<file path="src/rtl/fetch_pc_gen_pkg.sv">
// Shared constants, state type and sizing helpers for the fetch PC generator.
package fetch_pc_gen_pkg;

    localparam int ISSUE_WIDTH_DEF = 2;
    localparam int INSTR_BYTES_DEF = 4;
    localparam int GROUP_BYTES     = ISSUE_WIDTH_DEF * INSTR_BYTES_DEF;
    localparam int OFFSET_BITS     = $clog2(ISSUE_WIDTH_DEF);

    typedef enum logic {
        BOOT = 1'b0,
        RUN  = 1'b1
    } fetch_state_t;

    function automatic int group_bytes(int issue_width, int instr_bytes);
        return issue_width * instr_bytes;
    endfunction

    // A single-lane group still carries a 1-bit offset field, tied to zero.
    function automatic int offset_bits(int issue_width);
        return (issue_width > 1) ? $clog2(issue_width) : 1;
    endfunction

endpackage

</file>
<file path="src/rtl/fetch_group_align.sv">
// Splits a redirect target into a group-aligned base and the first valid lane.
module fetch_group_align
    import fetch_pc_gen_pkg::*;
#(
    parameter int WIDTH       = 32,
    parameter int ISSUE_WIDTH = 2,
    parameter int INSTR_BYTES = 4,
    parameter int OFF_W       = 1
) (
    input  logic [WIDTH-1:0] target,
    output logic [WIDTH-1:0] base,
    output logic [OFF_W-1:0] offset
);

    localparam int GB  = group_bytes(ISSUE_WIDTH, INSTR_BYTES);
    localparam int IBB = $clog2(INSTR_BYTES);
    localparam logic [WIDTH-1:0] LOW_MASK = WIDTH'(GB - 1);

    // Sub-instruction address bits fall out of the shift and are dropped.
    assign base   = target & ~LOW_MASK;
    assign offset = (ISSUE_WIDTH > 1) ? OFF_W'((target & LOW_MASK) >> IBB) : '0;

endmodule

</file>
<file path="src/rtl/fetch_pc_gen.sv">
// N-wide fetch group PC generator with stall hold, flush and buffered predict redirect.
module fetch_pc_gen
    import fetch_pc_gen_pkg::*;
#(
    parameter int WIDTH       = 32,
    parameter int ISSUE_WIDTH = 2,
    parameter int INSTR_BYTES = 4,
    parameter logic [WIDTH-1:0] RESET_PC = '0
) (
    input  logic                         clk,
    input  logic                         rst,
    input  logic                         stall_f,
    input  logic                         flush_valid,
    input  logic [WIDTH-1:0]             flush_pc,
    input  logic                         pred_valid,
    input  logic [WIDTH-1:0]             pred_pc,
    output logic [ISSUE_WIDTH*WIDTH-1:0] pc_group,
    output logic [ISSUE_WIDTH-1:0]       lane_valid,
    output logic                         fetch_valid,
    output logic                         pred_pending
);

    localparam int GB    = group_bytes(ISSUE_WIDTH, INSTR_BYTES);
    localparam int OFF_W = offset_bits(ISSUE_WIDTH);

    fetch_state_t     state_q, state_d;
    logic [WIDTH-1:0] base_q, base_d;
    logic [OFF_W-1:0] k_q, k_d;
    logic             pend_q, pend_d;
    logic [WIDTH-1:0] pend_pc_q, pend_pc_d;

    logic [WIDTH-1:0] flush_base, pend_base, pred_base;
    logic [OFF_W-1:0] flush_k, pend_k, pred_k;

    fetch_group_align #(.WIDTH(WIDTH), .ISSUE_WIDTH(ISSUE_WIDTH), .INSTR_BYTES(INSTR_BYTES), .OFF_W(OFF_W))
        u_align_flush (.target(flush_pc),  .base(flush_base), .offset(flush_k));
    fetch_group_align #(.WIDTH(WIDTH), .ISSUE_WIDTH(ISSUE_WIDTH), .INSTR_BYTES(INSTR_BYTES), .OFF_W(OFF_W))
        u_align_pend  (.target(pend_pc_q), .base(pend_base),  .offset(pend_k));
    fetch_group_align #(.WIDTH(WIDTH), .ISSUE_WIDTH(ISSUE_WIDTH), .INSTR_BYTES(INSTR_BYTES), .OFF_W(OFF_W))
        u_align_pred  (.target(pred_pc),   .base(pred_base),  .offset(pred_k));

    always_comb begin
        state_d   = state_q;
        base_d    = base_q;
        k_d       = k_q;
        pend_d    = pend_q;
        pend_pc_d = pend_pc_q;
        if (state_q == BOOT) begin
            // RESET_PC becomes the first valid group; redirects here are dropped.
            state_d = RUN;
        end else if (flush_valid) begin
            base_d = flush_base;
            k_d    = flush_k;
            pend_d = 1'b0;
        end else if (stall_f) begin
            if (pred_valid) begin
                pend_d    = 1'b1;
                pend_pc_d = pred_pc;
            end
        end else if (pend_q) begin
            base_d = pend_base;
            k_d    = pend_k;
            pend_d = 1'b0;
        end else if (pred_valid) begin
            base_d = pred_base;
            k_d    = pred_k;
        end else begin
            base_d = base_q + WIDTH'(GB);
            k_d    = '0;
        end
    end

    always_ff @(posedge clk or negedge rst) begin
        if (!rst) begin
            state_q   <= BOOT;
            base_q    <= RESET_PC;
            k_q       <= '0;
            pend_q    <= 1'b0;
            pend_pc_q <= '0;
        end else begin
            state_q   <= state_d;
            base_q    <= base_d;
            k_q       <= k_d;
            pend_q    <= pend_d;
            pend_pc_q <= pend_pc_d;
        end
    end

    assign fetch_valid  = (state_q == RUN);
    assign pred_pending = pend_q;

    genvar i;
    generate
        for (i = 0; i < ISSUE_WIDTH; i++) begin : g_lane
            assign pc_group[i*WIDTH +: WIDTH] = base_q + WIDTH'(i * INSTR_BYTES);
            assign lane_valid[i]              = (32'(i) >= 32'(k_q));
        end
    endgenerate

endmodule

</file>
<file path="config.mk">
export PLATFORM = sky130hd
export DESIGN_NAME = fetch_pc_gen
export DESIGN_NICKNAME = d
export VERILOG_FILES = /design/src/rtl/fetch_pc_gen_pkg.sv /design/src/rtl/fetch_group_align.sv /design/src/rtl/fetch_pc_gen.sv
export SDC_FILE = /design/constraint.sdc
export NUM_CORES = 1
export LEC_CHECK = 0
export CAP_MARGIN = 20
export CELL_PAD_IN_SITES_DETAIL_PLACEMENT = 1
export CELL_PAD_IN_SITES_GLOBAL_PLACEMENT = 1
export CORE_MARGIN = 2
export CORE_UTILIZATION = 28
export CTS_CLUSTER_SIZE = 20
export DETAILED_ROUTE_END_ITERATION = 8
export PLACE_DENSITY_LB_ADDON = 0.1
export RECOVER_POWER = 100
export SLEW_MARGIN = 10
export SYNTH_ARGS = -nofsm -noshare
export SYNTH_HDL_FRONTEND = slang
export SYNTH_HIERARCHICAL = 1
export SYNTH_SLANG_ARGS = --single-unit
</file>
<file path="constraint.sdc">
create_clock -name clk -period 2.8 [get_ports clk]
set_clock_uncertainty 0.1 [all_clocks]
set_input_delay 0.7 -clock clk [delete_from_list [all_inputs] [get_ports clk]]
set_output_delay 0.7 -clock clk [all_outputs]
set_load 0.01 [all_outputs]
</file>
==> summary.txt <==
Clock network
  • CTS tree: built
  • Worst-Skew Late Latency: 340 ps
  • Hold-fix buffers, CTS: 0
  • Num CTS Buffers: 9
  • CTS sink cnt: 65
  • CTS root buf: clkbuf_16
  • Clock-pin slew on the worst setup and hold paths: 60 ps
  • Htree depth: 3
  • CTS Buffer Depth: 2

STA
  • Worst slew pin tran: approximately 1300 ps
  • Fin crit share: 103%
  • Slew Limit Fails: 0
  • Slew margin rel.: 11.2%
  • Final min period: 2880 ps
  • RSZ-0062 raised after global routing: yes
  • Fmax: 348 MHz
  • Fin. Hold Viols: 0
  • Worst setup margin: -76.2 ps
  • Final setup viols: 11

Global routing
  • Largest net degree at the start of global routing: 26
  • Vias in the first global route: a little under 6,000
  • First-pass GRT wire length: 33,900 um
  • Gr usage total: 21.7%
  • Antenna violations before repair: 0
  • Grt ovf: 0

Placement
  • Placed inst area: ~7000 um2
  • Hpwl dp: 16,100 um
  • PortBufs: around 130
  • Pre-CTS setup slack: -358 ps
  • Routability Congestion: 0.881

Route
  • DR pass1 iterations: 5
  • First-iteration detailed-routing DRC count: ~270
  • Antenna viol nets, final: 0
  • Routed met1 length: 10,000 um
  • WL final: 22,300 um
  • WL/cell: 21.3 um
  • Via count: 5,458
  • DR DRC count: 0
  • Uppermost routed layer: met4
  • Via density: 5.20
  • WL met3: between 900 and 1000 um
  • DR WL met2: 11,000 um

Floorplanning
  • Row count: ~50
  • Core area: 19,300 um2
  • I/O Pins: 137
  • Die Wd: 144 um
  • Full die area: roughly 21,000 um2
  • Initial Util: 28.4%
  • Die H: 144 um

Critical path
  • Crit Path Class: reg2out
  • Reg2reg end: base_q[29]
  • R2r setup slk: 300 ps
  • Data arrival time of the worst path: 2080 ps
  • Reg2reg start: base_q[3]
  • Crit path launch: base_q[3]
  • Crit end category: output port
  • Worst Path Max Fanout: 5
  • CP startpoint kind: flip-flop
  • Register-to-Register Path Depth: 11
  • Data required time at the worst endpoint: 2000 ps

Final layout
  • Layout cell share with drive strength beyond 1: 34.3%
  • Nets@finish: 850
  • Sequential Area: 1630 um2
  • ANT cells: 0
  • Post-layout instance area: slightly below 8000 um2
  • Final Core Density: 40.8%
  • Fillers: 2,228
  • Multi-input logic area: 3230 um2
  • Area grow syn2layout: 43.7%

Run status
  • Failing checks: setup timing
  • Status: finished with violations

Min path
  • Min-delay worst type: reg2reg
  • Hold depth: 1
  • Hold wc startpoint: pend_pc_q[3]
  • Worst Hold Path EP: pend_pc_q[3]

Power
  • Peak supply drop: 0.295 mV
  • Combinational share of power: between 40 and 50%
  • Cell area power density: 532 nW/um2
  • Clock share of power: a little over a quarter
  • P_sw: 1530 uW
  • Cell internal pwr: roughly 2700 uW
  • Register share of total power: 30.5%
  • Switching part of the total power: 36.5%
  • Leak: 0.00334 uW

Logic synthesis
  • Cells after Synth: 636
  • Synthesized area per cell: between 8 and 9 um2
  • Mapped cell area: 5490 um2
  • Synth Warn #: 6

Job
  • Max cap viols: 0
==> timing repair <==
| action | CTS | global route |
|---|---|---|
| setup buffers | 24 | 15 |
| resized for setup | 131 | 62 |
| cloned | 1 | 0 |
| pin swaps | 17 | 30 |
| setup endpoints to repair | 26 | 25 |
==> worst max path at each step <==
stage / endpoint / cells after the start
finish: pc_group[61] / 8
global route: pc_group[61] / 8
CTS: pc_group[61] / 8
global placement: pc_group[61] / 7
detailed placement: pc_group[61] / 7
floorplan: pc_group[57] / 7
==> worst max-delay path, stage by stage, from the launching register on <==
cell and delay, ps:
dfrtp_1 370, ha_2 190, and3_4 210, nand4_4 180, buf_6 190, nor4_4 160, buf_4 160, xor2_1 120
buf_2 140
==> through the flow <==
| step | instances | hold WS [ps] | TNS, ps | total power [uW] |
|---|---|---|---|---|
| 4_1_cts | 1035 | 263 | -1280 | 4220 |
| 3_3_place_gp | 994 | 373 | -3070 | 2990 |
| 6_report | 1049 | 408 | -330 | 4200 |
| 5_1_grt | 1049 | 418 | -3410 | 4430 |
| 3_5_place_dp | 994 | 395 | -3680 | 3030 |
| 2_1_floorplan | 643 | 304 | 0 | 2230 |
==> cell type report <==
cell class / instances / share of cell area [%]
Clock buffer: 11 / 3.20
Clock inverter: 5 / 0.380
Inverter: 17 / 0.856
Multi-Input combinational cell: 409 / 40.9
Sequential cell: 65 / 20.6
Tap cell: 265 / 4.20
Timing Repair Buffer: 277 / 29.9
==> state kept, by name (all words and copies together), names as in the netlist <==
register and flops:
base_q 32, pend_pc_q 30, fetch_valid 1, k_q 1, pred_pending 1
==> routing by layer <==
metal / global-route usage [%] / vias up
met1: 28.8 / 2777
met3: 2.65 / 22
met4: 6.66 / 0
li1: - / 2518
met5: 0 / -
met2: 37.0 / 141
==> power groups by stage <==
stage | sequential [uW] | combinational [uW] | clock (uW)
finish | 1280 | 1810 | 1110
global route | 1310 | 1950 | 1170
CTS | 1270 | 1810 | 1140
detailed placement | 1280 | 1740 | 0
global placement | 1270 | 1710 | 0
floorplan | 1310 | 923 | 0
==> cell usage in the layout (no fill, tap or decap), types with 6 or more instances in the layout <==
| master | instances |
|---|---|
| clkdlybuf4s50_1 | 67 |
| nor2b_1 | 9 |
| conb_1 | 11 |
| nand3_2 | 7 |
| a31oi_1 | 8 |
| xnor2_2 | 9 |
| a221oi_1 | 14 |
| nand2_1 | 37 |
| o31ai_1 | 9 |
| and4_1 | 7 |
| buf_4 | 104 |
| xnor2_1 | 9 |
| inv_1 | 16 |
| o21ai_0 | 10 |
| xor2_1 | 9 |
| and3_1 | 6 |
| a221o_1 | 12 |
| nand4_1 | 18 |
| buf_6 | 24 |
| dfrtp_1 | 63 |
| a21oi_1 | 16 |
| nand3_1 | 20 |
| clkbuf_1 | 9 |
| dlygate4sd3_1 | 36 |
| mux2_2 | 30 |
| nor4_4 | 6 |
| nand2b_1 | 17 |
| buf_2 | 24 |
| clkbuf_2 | 6 |
| clkbuf_16 | 9 |
| nor2_1 | 22 |
No activity file was read; power rests on OpenSTA's default activity.
